File: config.mk
export PLATFORM = sky130hd
export DESIGN_NAME = vreg_ctrl
export DESIGN_NICKNAME = d
export VERILOG_FILES = /design/src/rtl/vreg_pkg.sv /design/src/rtl/vreg_rr_arb.sv /design/src/rtl/vreg_ctrl.sv
export SDC_FILE = /design/constraint.sdc
export NUM_CORES = 1
export LEC_CHECK = 0
export CORE_MARGIN = 1
export CORE_UTILIZATION = 41
export CTS_CLUSTER_SIZE = 14
export DETAILED_ROUTE_END_ITERATION = 10
export PLACE_DENSITY = 0.75
export SKIP_LAST_GASP = 1
export SLEW_MARGIN = 20
export SYNTH_ARGS = -nofsm -noshare
export SYNTH_HDL_FRONTEND = slang
export SYNTH_SLANG_ARGS = --single-unit
File: constraint.sdc
create_clock -name Clk -period 2.4 [get_ports Clk]
set_input_delay 0.48 -clock Clk [delete_from_list [all_inputs] [get_ports Clk]]
set_output_delay 0.48 -clock Clk [all_outputs]
set_load 0.01 [all_outputs]
File: src/rtl/vreg_pkg.sv
// Shared definitions for vector register file clients: geometry and sequencer states.
// No logic here; latency and backpressure are properties of the modules that import it.
package vreg_pkg;
    localparam int VREG_NREG  = 8;
    localparam int VREG_NELEM = 16;
    localparam int VREG_AW    = $clog2(VREG_NREG);
    localparam int VREG_IW    = $clog2(VREG_NELEM);

    typedef enum logic [1:0] {
        IDLE = 2'd0,
        SER  = 2'd1,
        PAR  = 2'd2
    } state_t;
endpackage

File: src/rtl/vreg_rr_arb.sv
// Two-requester round-robin arbiter; combinational grant, pointer updates on the granting edge.
// Grants only while en is high; a lone request always wins, a tie goes to the port not granted last.
module vreg_rr_arb (
    input  logic Clk,
    input  logic Rst_n,
    input  logic en,
    input  logic req_ser,
    input  logic req_par,
    output logic gnt_ser,
    output logic gnt_par
);
    logic last_ser;

    always_comb begin
        gnt_ser = 1'b0;
        gnt_par = 1'b0;
        if (en) begin
            if (req_ser && req_par) begin
                gnt_par = last_ser;
                gnt_ser = !last_ser;
            end else begin
                gnt_ser = req_ser;
                gnt_par = req_par;
            end
        end
    end

    // Reset value favours the parallel port on the first tie.
    always_ff @(posedge Clk or negedge Rst_n) begin
        if (!Rst_n) begin
            last_ser <= 1'b1;
        end else if (gnt_ser) begin
            last_ser <= 1'b1;
        end else if (gnt_par) begin
            last_ser <= 1'b0;
        end
    end
endmodule

File: src/rtl/vreg_ctrl.sv
// Vector register file sequencer: grant next cycle, serial op 16 beats, parallel op 1 cycle + done.
// Requests are held off (ignored) while Busy; no backpressure once an operation is in flight.
module vreg_ctrl
    import vreg_pkg::*;
#(
    parameter int NREG  = VREG_NREG,
    parameter int NELEM = VREG_NELEM
) (
    input  logic                     Clk,
    input  logic                     Rst_n,
    input  logic                     Ser_req,
    input  logic                     Ser_wr,
    input  logic [$clog2(NREG)-1:0]  Ser_addr,
    output logic                     Ser_gnt,
    output logic                     Ser_beat,
    output logic                     Ser_rvalid,
    output logic                     Ser_done,
    input  logic                     Par_req,
    input  logic                     Par_wr,
    input  logic [$clog2(NREG)-1:0]  Par_addr,
    input  logic [$clog2(NREG)-1:0]  Par_addr2,
    output logic                     Par_gnt,
    output logic                     Par_done,
    output logic                     RD_p,
    output logic                     WR_p,
    output logic                     RD_s,
    output logic                     WR_s,
    output logic [$clog2(NREG)-1:0]  Addr,
    output logic [$clog2(NREG)-1:0]  Addr2,
    output logic [$clog2(NELEM)-1:0] Sel,
    output logic                     Busy
);
    localparam int AW = $clog2(NREG);
    localparam int IW = $clog2(NELEM);

    state_t          state, state_nxt;
    logic            arb_ser, arb_par;
    logic            ser_wr_q, par_wr_q;
    logic [AW-1:0]   ser_addr_q, par_addr_q, par_addr2_q;
    logic [IW-1:0]   sel_q;
    logic            ser_gnt_q, par_gnt_q, par_done_q, ser_rvalid_q;
    logic            idle, last_beat;

    assign idle      = (state == IDLE);
    assign last_beat = (sel_q == IW'(NELEM - 1));

    vreg_rr_arb u_arb (
        .Clk     (Clk),
        .Rst_n   (Rst_n),
        .en      (idle),
        .req_ser (Ser_req),
        .req_par (Par_req),
        .gnt_ser (arb_ser),
        .gnt_par (arb_par)
    );

    always_comb begin
        state_nxt = state;
        Ser_beat  = 1'b0;
        Ser_done  = 1'b0;
        RD_p      = 1'b0;
        WR_p      = 1'b0;
        RD_s      = 1'b0;
        WR_s      = 1'b0;
        Addr      = '0;
        Addr2     = '0;
        case (state)
            IDLE: begin
                if (arb_par) begin
                    state_nxt = PAR;
                end else if (arb_ser) begin
                    state_nxt = SER;
                end
            end
            SER: begin
                Ser_beat = 1'b1;
                WR_s     = ser_wr_q;
                RD_s     = !ser_wr_q;
                Addr     = ser_addr_q;
                if (last_beat) begin
                    Ser_done  = 1'b1;
                    state_nxt = IDLE;
                end
            end
            PAR: begin
                WR_p      = par_wr_q;
                RD_p      = !par_wr_q;
                Addr      = par_addr_q;
                Addr2     = par_wr_q ? '0 : par_addr2_q;
                state_nxt = IDLE;
            end
            default: state_nxt = IDLE;
        endcase
    end

    always_ff @(posedge Clk or negedge Rst_n) begin
        if (!Rst_n) begin
            state        <= IDLE;
            ser_gnt_q    <= 1'b0;
            par_gnt_q    <= 1'b0;
            par_done_q   <= 1'b0;
            ser_rvalid_q <= 1'b0;
            ser_wr_q     <= 1'b0;
            par_wr_q     <= 1'b0;
            ser_addr_q   <= '0;
            par_addr_q   <= '0;
            par_addr2_q  <= '0;
            sel_q        <= '0;
        end else begin
            state        <= state_nxt;
            ser_gnt_q    <= idle && arb_ser;
            par_gnt_q    <= idle && arb_par;
            par_done_q   <= (state == PAR);
            ser_rvalid_q <= Ser_beat && !ser_wr_q;
            if (idle && arb_ser) begin
                ser_wr_q   <= Ser_wr;
                ser_addr_q <= Ser_addr;
            end
            if (idle && arb_par) begin
                par_wr_q    <= Par_wr;
                par_addr_q  <= Par_addr;
                par_addr2_q <= Par_addr2;
            end
            // Beat counter only runs in SER and returns to 0 on exit, so every op starts at element 0.
            if (state == SER) begin
                sel_q <= last_beat ? '0 : sel_q + IW'(1);
            end else begin
                sel_q <= '0;
            end
        end
    end

    assign Ser_gnt    = ser_gnt_q;
    assign Par_gnt    = par_gnt_q;
    assign Par_done   = par_done_q;
    assign Ser_rvalid = ser_rvalid_q;
    assign Sel        = sel_q;
    assign Busy       = !idle;
endmodule

# == Yosys cells after proc, flatten, opt, wreduce, memory -nomap -nowiden ==
# Index checks and enable logic that the tools add are counted.
# word_totals
register_bits,22
in_bits,15
# op_classes
add_sub_neg,1
n_eq_ne,5
muxes,22
reduce_logical,11
# ops
op,count
2-to-1 mux 1 bit,13
2-to-1 mux 4 bit,2
2-to-1 mux 2 bit,3
2-to-1 mux 3 bit,2
one-hot mux 3 bit (2 select lines),1
"adder 4 x 1 -> 4 bit, second input constant",1
"equality test 4 bit, second input constant",1
logical AND 1 bit,4
logical NOT 1 bit,4
one-hot mux 2 bit (2 select lines),1
"inequality test 3 bit, second input constant",1
"equality test 2 x 1 -> 1 bit, second input constant",1
"equality test 2 bit, second input constant",1
logical NOT 2 bit,1
"inequality test 2 bit, second input constant",1
AND reduction 2 bit,1
nonzero test 2 bit,1

# == Depth between registers and ports, before layout ==
# Gate-level depths: netlist of run 1.
# depth
word_depth,6
ltp_mapped,5
mapped_depth_nobuf,5

# == Modules after synthesis ==
# Synthesis of run 1 repeated with hierarchy kept, for this count alone.
# unflattened
cells_unflattened,84
area_unflattened_um2,998.5
# modules_own_cells
mod,n_inst,cells_per_inst,area_each_um2,seq_area_each_um2
vreg_ctrl,1,76,935.9,525.5
vreg_rr_arb,1,8,62.6,26.3

# == Least setup slack after synthesis of run 1 ==
# OpenSTA, ideal clock, no wires.
# synth_timing
kind,register to output
startpoint,register state[1]
endpoint,output port RD_s
arrival_ps,1228
path_slack_ps,692
stages_incl_launch_ff,6
path_buffers,1
path_cell_list,dfrtp_1 > inv_1 > ha_1 > clkbuf_1 > inv_1 > nor2_1
# synth_via
elab_chain_cells,2
# synth_rtl
element,line_no,rtl
start: declaration,vreg_ctrl.sv:36,"state_t state, state_nxt;"
start signal: assignment,vreg_ctrl.sv:110,state <= state_nxt;
equality test 2 x 1 -> 1 bit,vreg_ctrl.sv:67,case (state)
2-to-1 mux 1 bit,vreg_ctrl.sv:67,
end: declaration,vreg_ctrl.sv:26,"output logic RD_s,"
# No other way between the ends.

# == Worst setup path in the final report of run 1 ==
# layout_timing
startpoint,register state[0]
endpoint,output port Addr2[2]
# layout_via
elab_chain_cells,2
# layout_rtl
element,line_no,rtl
equality test 2 bit,vreg_ctrl.sv:67,
2-to-1 mux 3 bit,vreg_ctrl.sv:67,
end: declaration,vreg_ctrl.sv:29,"output logic [$clog2(NREG)-1:0] Addr2,"
# No other way between the ends.

==> results of run 1 <==
## area by class of cell
cell class	count	area share, %
timing repair buffer	42	27.4
multi-input combinational	47	28.4
clock buffer	3	1.51
clock inverter	1	2.01
inverter	6	1.51
tap	28	2.34
sequential	22	36.9
## state kept, by name, indices dropped and copies added, names as in the netlist
signal,cells
par_addr_q,3
Ser_rvalid,1
par_addr2_q,3
ser_wr_q,1
Ser_gnt,1
Sel,4
state,2
ser_addr_q,3
u_arb.last_ser,1
Par_done,1
Par_gnt,1
par_wr_q,1
## layer usage
metal  track usage, %  part of all wire [%]  up-vias
li1                 -                     -      347
met1             24.8                    40      364
met2             33.1                    55       18
met3             3.64                   3.0        6
met4             8.80                   1.9        0
met5                0                     0        -
## power by group through the flow
stage	logic, uW	registers [uW]	clock network, uW
6_report	760	633	285
5_1_grt	818	649	305
4_1_cts	713	634	285
3_5_place_dp	674	634	0
3_3_place_gp	656	626	0
2_1_floorplan	369	617	0
## critical path: cells and delay by family, from the launching register on
| family | cells | cell delay [ps] |
|---|---|---|
| simple gates | 2 | 290 |
| fa+ha+maj | 1 | 170 |
| buf+inv | 2 | 630 |
| flops | 1 | 420 |
## placed cells by master, fill, tap and decap left out
cell / n
xnor2_1: 1
xor2_1: 1
nor2b_1: 3
o221ai_1: 1
nand2_1: 2
a21o_2: 1
dlymetal6s2s_1: 3
a22oi_1: 3
inv_2: 1
mux2_2: 11
buf_4: 7
inv_1: 5
and2_1: 7
o2bb2ai_1: 1
dfstp_2: 1
a2bb2oi_1: 1
nand3_1: 3
ha_4: 2
o211ai_2: 1
clkbuf_4: 3
clkdlybuf4s50_1: 31
a211oi_4: 1
nor2b_4: 1
nor2_1: 5
dlygate4sd2_1: 1
bufinv_16: 1
ha_1: 2
dfrtp_1: 21
## logic make-up after synthesis
logic type,count (synthesis),share of synthesized area [%]
compound gates,9,9.29
xor+xnor,2,1.81
fa+ha+maj,4,5.16
buf+inv,7,2.71
flops,22,56.9
mux,11,12.8
simple gates,21,11.4
## worst paths after layout
kind	to	depth (start not counted)	from
max	Addr2[2]	5	state[0]$_DFFE_PN0P_
min	Ser_rvalid$_DFF_PN0_	1	ser_wr_q$_DFFE_PN0P_
max reg2reg	ser_wr_q$_DFFE_PN0P_	5	state[1]$_DFFE_PN0P_
min reg2reg	Ser_rvalid$_DFF_PN0_	1	ser_wr_q$_DFFE_PN0P_
max in group asynchronous	u_arb.last_ser$_DFFE_PN1P_	2	Rst_n
min in group asynchronous	Sel[3]$_DFF_PN0_	2	Rst_n
## metrics by stage
step / hold slack, ps / instances / instance area [um2]
global route: 499 / 149 / 1500
detailed placement: 472 / 140 / 1370
floorplan: 184 / 76 / 970
CTS: 490 / 145 / 1450
global placement: 434 / 140 / 1370
finish: 477 / 149 / 1500
## repair_timing
item | 4_1_cts | 5_1_grt
endpoints found under the hold margin | 0 | 0
hold buffers | 0 | 0
endpoints found under the setup margin | 9 | 7
resized for setup | 6 | 5
setup buffers | 1 | 4
pin swaps | 0 | 1
==> impl_metrics.env, run 1 <==
export IMPL_nets=141
export IMPL_drv_slew=0
export IMPL_final_util_pct=67.6
export IMPL_dr_total_vias=735
export IMPL_routed_via_density=4.93
export IMPL_drc=0
export IMPL_path_class="flop to primary output"
export IMPL_synthTopCellsByCount="dfrtp_1 (21), mux2_2 (11), and2_1 (7)"
export IMPL_power_frac_comb_pct=45.3
export IMPL_hold_viol_final=0
export IMPL_p_int_uw=1140
export IMPL_htree_levels=1
export IMPL_setup_viol=0
export IMPL_period_minus_slack_ps=2310
export IMPL_required_ps=1920
export IMPL_synth_cells=76
export IMPL_cts_root_buffer="clkbuf_4"
export IMPL_fillers=179
export IMPL_reg2reg_slack_ps=660
export IMPL_port_buffers=35
export IMPL_cpPeakStageDelay_ps=530
export IMPL_postRouteAntennaNets=0
export IMPL_ys_top_cells_by_area="dfrtp_1 (54%), mux2_2 (13%), ha_1 (5.2%)"
export IMPL_synth_largest_area_cell="dfrtp_1"
export IMPL_core_area_um2=2210
export IMPL_rsz0062_at_grt="true"
export IMPL_cts_buffers=3
export IMPL_io_pins=36
export IMPL_crit_fanout=6
export IMPL_syn_nets=95
export IMPL_dpl_hpwl_um=1560
export IMPL_fmax_mhz=433
export IMPL_place_gp_congestion=0.739
export IMPL_min_path_type="flop to flop"
export IMPL_grt_pass1_vias=765
export IMPL_grtUsageTotal_pct=19.8
export IMPL_drtIter0Drc=6
export IMPL_crit_chain="inv_2 > ha_4 > nor2b_4 > and2_1 > clkdlybuf4s50_1"
export IMPL_wire_per_inst_um=15.4
export IMPL_clk_pin_slew_worst_paths_ps=130
export IMPL_die_w_um=50.6
export IMPL_netlist_area_um2=970
export IMPL_tightest_slew_ps=522
export IMPL_overflow=0
export IMPL_regArea_um2=552
export IMPL_status="finished, final reports clean"
export IMPL_seqPwrFrac_pct=37.7
export IMPL_die_area_um2=2560
export IMPL_wl_um=2300
export IMPL_slew_headroom_pct=65.1
export IMPL_yosysUniqueCellTypes=20
export IMPL_slowest_stage="clkdlybuf4s50_1"
export IMPL_endpoint_kind="primary output"
export IMPL_worstPathArrival_ps=1830
export IMPL_irDropWorstVdd_uv=682
export IMPL_async_reset_ff_share_pct=100
export IMPL_synth_seq_cells=22
export IMPL_clockBufferDepth=2
export IMPL_synth_flop_cell="dfrtp_1"
export IMPL_finalPower_uw=1680
export IMPL_p_per_area_nw_per_um2=1120
export IMPL_swShare_pct=32.0
export IMPL_fp_row_count=17
export IMPL_p_clk_share_pct=17.0
export IMPL_drive_gt1_share_pct=24.8
export IMPL_skew_ps=5.12
export IMPL_power_switching_uw=536
export IMPL_seq_area_frac_synth_pct=56.9
export IMPL_cap_violations=0
export IMPL_finalSetupTns_ps=0
export IMPL_postLayoutSetupSlackWorst_ps=92.1
export IMPL_grt_first_pass_wirelength_um=3630
export IMPL_synth_edff_count=0
export IMPL_p_leak_uw=0.000694
export IMPL_first_pass_iters=4
export IMPL_start_util_pct=43.8
export IMPL_dp_slack_ps=192
export IMPL_fin_crit_sh_pct=96.2
export IMPL_ys_warn_count=0
export IMPL_syn_to_final_growth_pct=54.2
export IMPL_worstSetupStartpointType="flop"
export IMPL_yosysMostFrequentCell="dfrtp_1"
export IMPL_antenna_found_initial=0
export IMPL_synth_top_area_share_pct=54.2
export IMPL_multi_input_area_um2=424
export IMPL_grt_max_degree=23
export IMPL_cts_sinks=22
export IMPL_cts_tree="built"
export IMPL_clkLatencyLatePin_ps=310
export IMPL_die_height_um=50.6
export IMPL_syn_avg_cell_area_um2=12.8
export IMPL_n_antenna_cell=0
No activity file was read; power rests on OpenSTA's default activity.
==> run 2: changes to the inputs <==
- SKIP_LAST_GASP: 1 -> default
==> run 2 against run 1 <==
  * Flip-flop and latch count unchanged
  * Non-clock buffer count unchanged
  * Total power about the same
  * Utilization up 0.11 points
  * Global-route usage unchanged
  * Critical endpoint is now Addr2[1]
==> impl_metrics.env, run 2 (same netlist as run 1, synthesis figures left out) <==
export IMPL_hold_viol_final=0
export IMPL_first_pass_iters=4
export IMPL_grtUsageTotal_pct=19.8
export IMPL_route_met2_wl_um=1260
export IMPL_wl_um=2300
export IMPL_grt_max_degree=23
export IMPL_r2r_start="state[1]$_DFFE_PN0P_"
export IMPL_nets=141
export IMPL_routed_via_density=4.93
export IMPL_drive_gt1_share_pct=24.8
export IMPL_cts_sinks=22
export IMPL_final_util_pct=67.7
export IMPL_p_per_area_nw_per_um2=1120
export IMPL_clkLatencyLatePin_ps=310
export IMPL_layout_commonest_cell="clkdlybuf4s50_1"
export IMPL_irDropWorstVdd_uv=682
export IMPL_cts_hold_buf=0
export IMPL_tightest_slew_ps=522
export IMPL_syn_to_final_growth_pct=54.5
export IMPL_skew_ps=5.12
export IMPL_dp_slack_ps=192
export IMPL_hold_end="Ser_rvalid$_DFF_PN0_"
export IMPL_wl_met3_um=68
export IMPL_fp_row_count=17
export IMPL_min_path_cells=1
export IMPL_setup_viol=0
export IMPL_whs_ps=477
export IMPL_largest_reg_flops=4
export IMPL_r2r_end="ser_wr_q$_DFFE_PN0P_"
export IMPL_reg2reg_slack_ps=660
export IMPL_cts_root_buffer="clkbuf_4"
export IMPL_drt_met1_wl_um=931
export IMPL_drv_slew=0
export IMPL_crit_fanout=6
export IMPL_die_area_um2=2560
export IMPL_die_height_um=50.6
export IMPL_period_minus_slack_ps=2300
export IMPL_slowest_stage="clkdlybuf4s50_1"
export IMPL_postLayoutSetupSlackWorst_ps=99.2
export IMPL_path_class="flop to primary output"
export IMPL_most_common_layout_cells="clkdlybuf4s50_1 (30), dfrtp_1 (21), mux2_2 (11), and2_1 (7), buf_4 (7)"
export IMPL_postRouteAntennaNets=0
export IMPL_worstRegToRegCells=5
export IMPL_grt_pass1_vias=765
export IMPL_slew_headroom_pct=65.1
export IMPL_worstSetupStartpointType="flop"
export IMPL_fin_crit_sh_pct=95.9
export IMPL_drc=0
export IMPL_dr_total_vias=735
export IMPL_cpPeakStageDelay_ps=520
export IMPL_fillers=178
export IMPL_min_delay_start="ser_wr_q$_DFFE_PN0P_"
export IMPL_start_util_pct=43.8
export IMPL_fin_cells=149
export IMPL_antenna_found_initial=0
export IMPL_fmax_mhz=435
export IMPL_htree_levels=1
export IMPL_required_ps=1920
export IMPL_drtIter0Drc=6
export IMPL_cts_tree="built"
export IMPL_min_path_type="flop to flop"
export IMPL_crit_chain="inv_2 > ha_4 > nor2b_4 > and2_1 > clkdlybuf4s50_1"
export IMPL_worstPathArrival_ps=1820
export IMPL_port_buffers=35
export IMPL_clk_pin_slew_worst_paths_ps=130
export IMPL_wire_per_inst_um=15.5
export IMPL_dpl_hpwl_um=1560
export IMPL_clockBufferDepth=2
export IMPL_core_area_um2=2210
export IMPL_p_leak_uw=0.000711
export IMPL_die_w_um=50.6
export IMPL_endpoint_kind="primary output"
export IMPL_cts_buffers=3
export IMPL_top_layer="met4"
export IMPL_n_antenna_cell=0
export IMPL_grt_first_pass_wirelength_um=3630
export IMPL_critical_path_top_delay_family="buffers and inverters"
export IMPL_io_pins=36
export IMPL_numPlacedInstances=140
export IMPL_place_gp_congestion=0.739
export IMPL_cp_num_buf_inv=2
export IMPL_overflow=0
export IMPL_status="finished, final reports clean"
export IMPL_cap_violations=0
==> run 2: cell types whose count changed in the layout (fill, tap and decap cells not counted), sizes merged <==
| cell | previous run | this run |
|---|---|---|
| dlymetal6s2s | 3 | 4 |
| clkdlybuf4s50 | 31 | 30 |
==> run 2: worst max-delay path by stage <==
stage                               from        to  slack (ps)  depth (start not counted)
floorplan           state[1]$_DFFE_PN0P_      RD_s         690                          5
global placement    state[1]$_DFFE_PN0P_      RD_s         220                          5
detailed placement  state[1]$_DFFE_PN0P_      RD_s         190                          5
CTS                 state[0]$_DFFE_PN0P_  Addr2[1]          10                          5
global route        state[0]$_DFFE_PN0P_  Addr2[1]          -2                          5
finish              state[0]$_DFFE_PN0P_  Addr2[1]         100                          5
==> run 2: metal layers <==
| layer | global-route usage, % | vias up |
|---|---|---|
| li1 | - | 347 |
| met1 | 24.8 | 364 |
| met2 | 33.1 | 18 |
| met3 | 3.64 | 6 |
| met4 | 8.80 | 0 |
| met5 | 0 | - |
==> run 2: what timing repair did <==
action | in CTS | in global routing
endpoints found under the setup margin | 9 | 7
hold endpoints to repair | 0 | 0
pin swaps | 0 | 1
resized for setup | 6 | 6
setup buffers | 1 | 4
==> run 2: final cells by class <==
class | instances | area, um2 | area share (%)
repair buffers | 42 | 412 | 27.5
flip-flops and latches | 22 | 552 | 36.8
multi-input cells | 47 | 424 | 28.3
clock buffers | 3 | 22.5 | 1.50
inverters | 6 | 22.5 | 1.50
well taps | 28 | 35.0 | 2.34
clock inverters | 1 | 30.0 | 2.01
==> run 2: per-stage QoR <==
stage	cell area, um2	TNS, ps	total power [uW]
3_5_place_dp	1370	0	1310
2_1_floorplan	970	0	987
3_3_place_gp	1370	0	1280
4_1_cts	1450	0	1630
5_1_grt	1500	-2.40	1770
6_report	1500	0	1680
==> run 2: worst register-to-register path, delay by kind of cell (launching register included) <==
kind / cells / cell delay (ps)
AOI/OAI and AO/OA: 1 / 350
DFF: 1 / 420
muxes: 1 / 390
buffers and inverters: 2 / 240
adders and majority gates: 1 / 230
==> run 2: where the power goes <==
group          switching (uW)  internal [uW]  leakage [uW]
Combinational             314            446      0.000410
Sequential                107            527      0.000274
Clock                     116            169     0.0000279
Total                     536           1140      0.000711
==> run 3: changes to the inputs <==
- CELL_PAD_IN_SITES_DETAIL_PLACEMENT: default -> 2
- CELL_PAD_IN_SITES_GLOBAL_PLACEMENT: default -> 2
- CORE_UTILIZATION: 41 -> 29
- PLACE_DENSITY: 0.75 -> default
- PLACE_DENSITY_LB_ADDON: default -> 0.1
==> run 3 against run 2 <==
  * Total power down 3.9%
  * Global-route usage down 4.1 points
  * Utilization down 19 points
  * Combinational power grew 3%
==> impl_metrics.env, run 3 (same netlist as run 1, synthesis figures left out) <==
export IMPL_status="finished, final reports clean"
export IMPL_first_pass_iters=2
export IMPL_port_buffers=35
export IMPL_cts_buffers=3
export IMPL_skew_ps=2.23
export IMPL_grt_max_degree=13
export IMPL_grtUsageMet2_pct=29.7
export IMPL_wl_um=2500
export IMPL_cts_root_buffer="clkbuf_4"
export IMPL_most_common_layout_cells="clkdlybuf4s50_1 (32), dfrtp_1 (21), mux2_2 (11), and2_1 (7)"
export IMPL_use_met3_pct=2.16
export IMPL_routed_via_density=4.51
export IMPL_stdcell_area_um2=1510
export IMPL_dr_total_vias=739
export IMPL_overflow=0
export IMPL_drv_slew=0
export IMPL_tightest_slew_ps=527
export IMPL_worstSetupStartpointType="flop"
export IMPL_cap_violations=0
export IMPL_fin_crit_sh_pct=95.2
export IMPL_hold_viol_final=0
export IMPL_place_area_um2=1410
export IMPL_r2r_start="state[1]$_DFFE_PN0P_"
export IMPL_grtUsageTotal_pct=15.8
export IMPL_endpoint_kind="primary output"
export IMPL_path_class="flop to primary output"
export IMPL_p_leak_uw=0.000684
export IMPL_irDropWorstVdd_uv=459
export IMPL_wire_per_inst_um=15.2
export IMPL_start_util_pct=31.3
export IMPL_clockBufferDepth=2
export IMPL_min_path_type="flop to flop"
export IMPL_clkLatencyLatePin_ps=300
export IMPL_postRouteAntennaNets=0
export IMPL_drive_gt1_share_pct=24.2
export IMPL_slew_headroom_pct=64.7
export IMPL_finalSetupTns_ps=0
export IMPL_die_height_um=59.8
export IMPL_htree_levels=1
export IMPL_fin_cells=164
export IMPL_cts_sinks=22
export IMPL_die_area_um2=3580
export IMPL_cts_tree="built"
export IMPL_clk_pin_slew_worst_paths_ps=120
export IMPL_numPlacedInstances=157
export IMPL_crit_path_start="state[1]$_DFFE_PN0P_"
export IMPL_p_per_area_nw_per_um2=1070
export IMPL_fp_row_count=20
export IMPL_antenna_found_initial=0
export IMPL_reg2reg_slack_ps=670
export IMPL_grt_busiest_layer="met2"
export IMPL_crit_fanout=3
export IMPL_grt_first_pass_wirelength_um=4020
export IMPL_cts_hold_buf=0
export IMPL_worstPathArrival_ps=1800
export IMPL_syn_to_final_growth_pct=55.2
export IMPL_drtIter0Drc=16
export IMPL_min_delay_start="ser_wr_q$_DFFE_PN0P_"
export IMPL_n_antenna_cell=0
export IMPL_rsz0062_at_grt="false"
export IMPL_required_ps=1920
export IMPL_core_area_um2=3100
export IMPL_layout_commonest_cell="clkdlybuf4s50_1"
export IMPL_drc=0
export IMPL_met1_usage_pct=17.3
export IMPL_die_w_um=59.8
export IMPL_finalPower_uw=1610
export IMPL_dpl_hpwl_um=1970
export IMPL_period_minus_slack_ps=2280
export IMPL_nets=140
export IMPL_io_pins=36
export IMPL_final_util_pct=48.5
export IMPL_grt_pass1_vias=858
export IMPL_largest_reg_flops=4
export IMPL_fmax_mhz=438
export IMPL_place_gp_congestion=0.685
export IMPL_setup_viol=0
## run 3: cell count changes in the layout (fill, tap and decap cells not counted)
cell,before,now
clkdlybuf4s50_1,30,32
bufinv_16,1,0
buf_12,0,1
dlymetal6s2s_1,4,3
clkbuf_8,0,1
dlygate4sd2_1,1,0
buf_4,7,5
## run 3: path summary, 6_finish.rpt
path                                             end  cells past startpoint
worst max register to register  ser_wr_q$_DFFE_PN0P_                      5
max in group asynchronous       state[1]$_DFFE_PN0P_                      2
worst min register to register  Ser_rvalid$_DFF_PN0_                      1
worst min-delay path            Ser_rvalid$_DFF_PN0_                      1
worst max-delay path                         Addr[0]                      4
min in group asynchronous           Sel[1]$_DFF_PN0_                      1
## run 3: final cells by class
type / instances / area (um2)
tap: 44 / 55.1
timing repair buffer: 41 / 415
clock buffer: 4 / 36.3
fill: 321 / 1600
sequential: 22 / 552
multi-input combinational: 47 / 424
inverter: 6 / 22.5
## run 3: power by group
part	internal [uW]	total (uW)	switching, uW
clock	92.5	207	114
sequential	526	626	99.2
combinational	457	779	322
total	1080	1610	535
## run 3: per-stage QoR
step | worst slack [ps] | hold WS (ps)
6_report | 116 | 474
4_1_cts | 13.5 | 483
5_1_grt | 11.9 | 518
3_3_place_gp | 311 | 434
3_5_place_dp | 213 | 464
2_1_floorplan | 692 | 184
## run 3: what timing repair did
item                                    in CTS  in global routing
setup buffers                                2                  1
gates resized for setup                      5                  5
endpoints found under the setup margin       9                  6
hold endpoints to repair                     0                  0
## run 3: metal layers
| metal | routed length (um) | share of wire (%) | vias to the layer above |
|---|---|---|---|
| met5 | 0 | 0 | - |
| met1 | 972 | 39 | 375 |
| met3 | 104 | 4.2 | 2 |
| li1 | - | - | 344 |
| met4 | 19 | 0.76 | 0 |
| met2 | 1400 | 56 | 18 |
## run 3: critical path, cell delays in order, from the launching register on
cell and delay, ps:
dfrtp_1 390, inv_1 90, ha_1 320, nor2b_1 160
clkdlybuf4s50_1 540
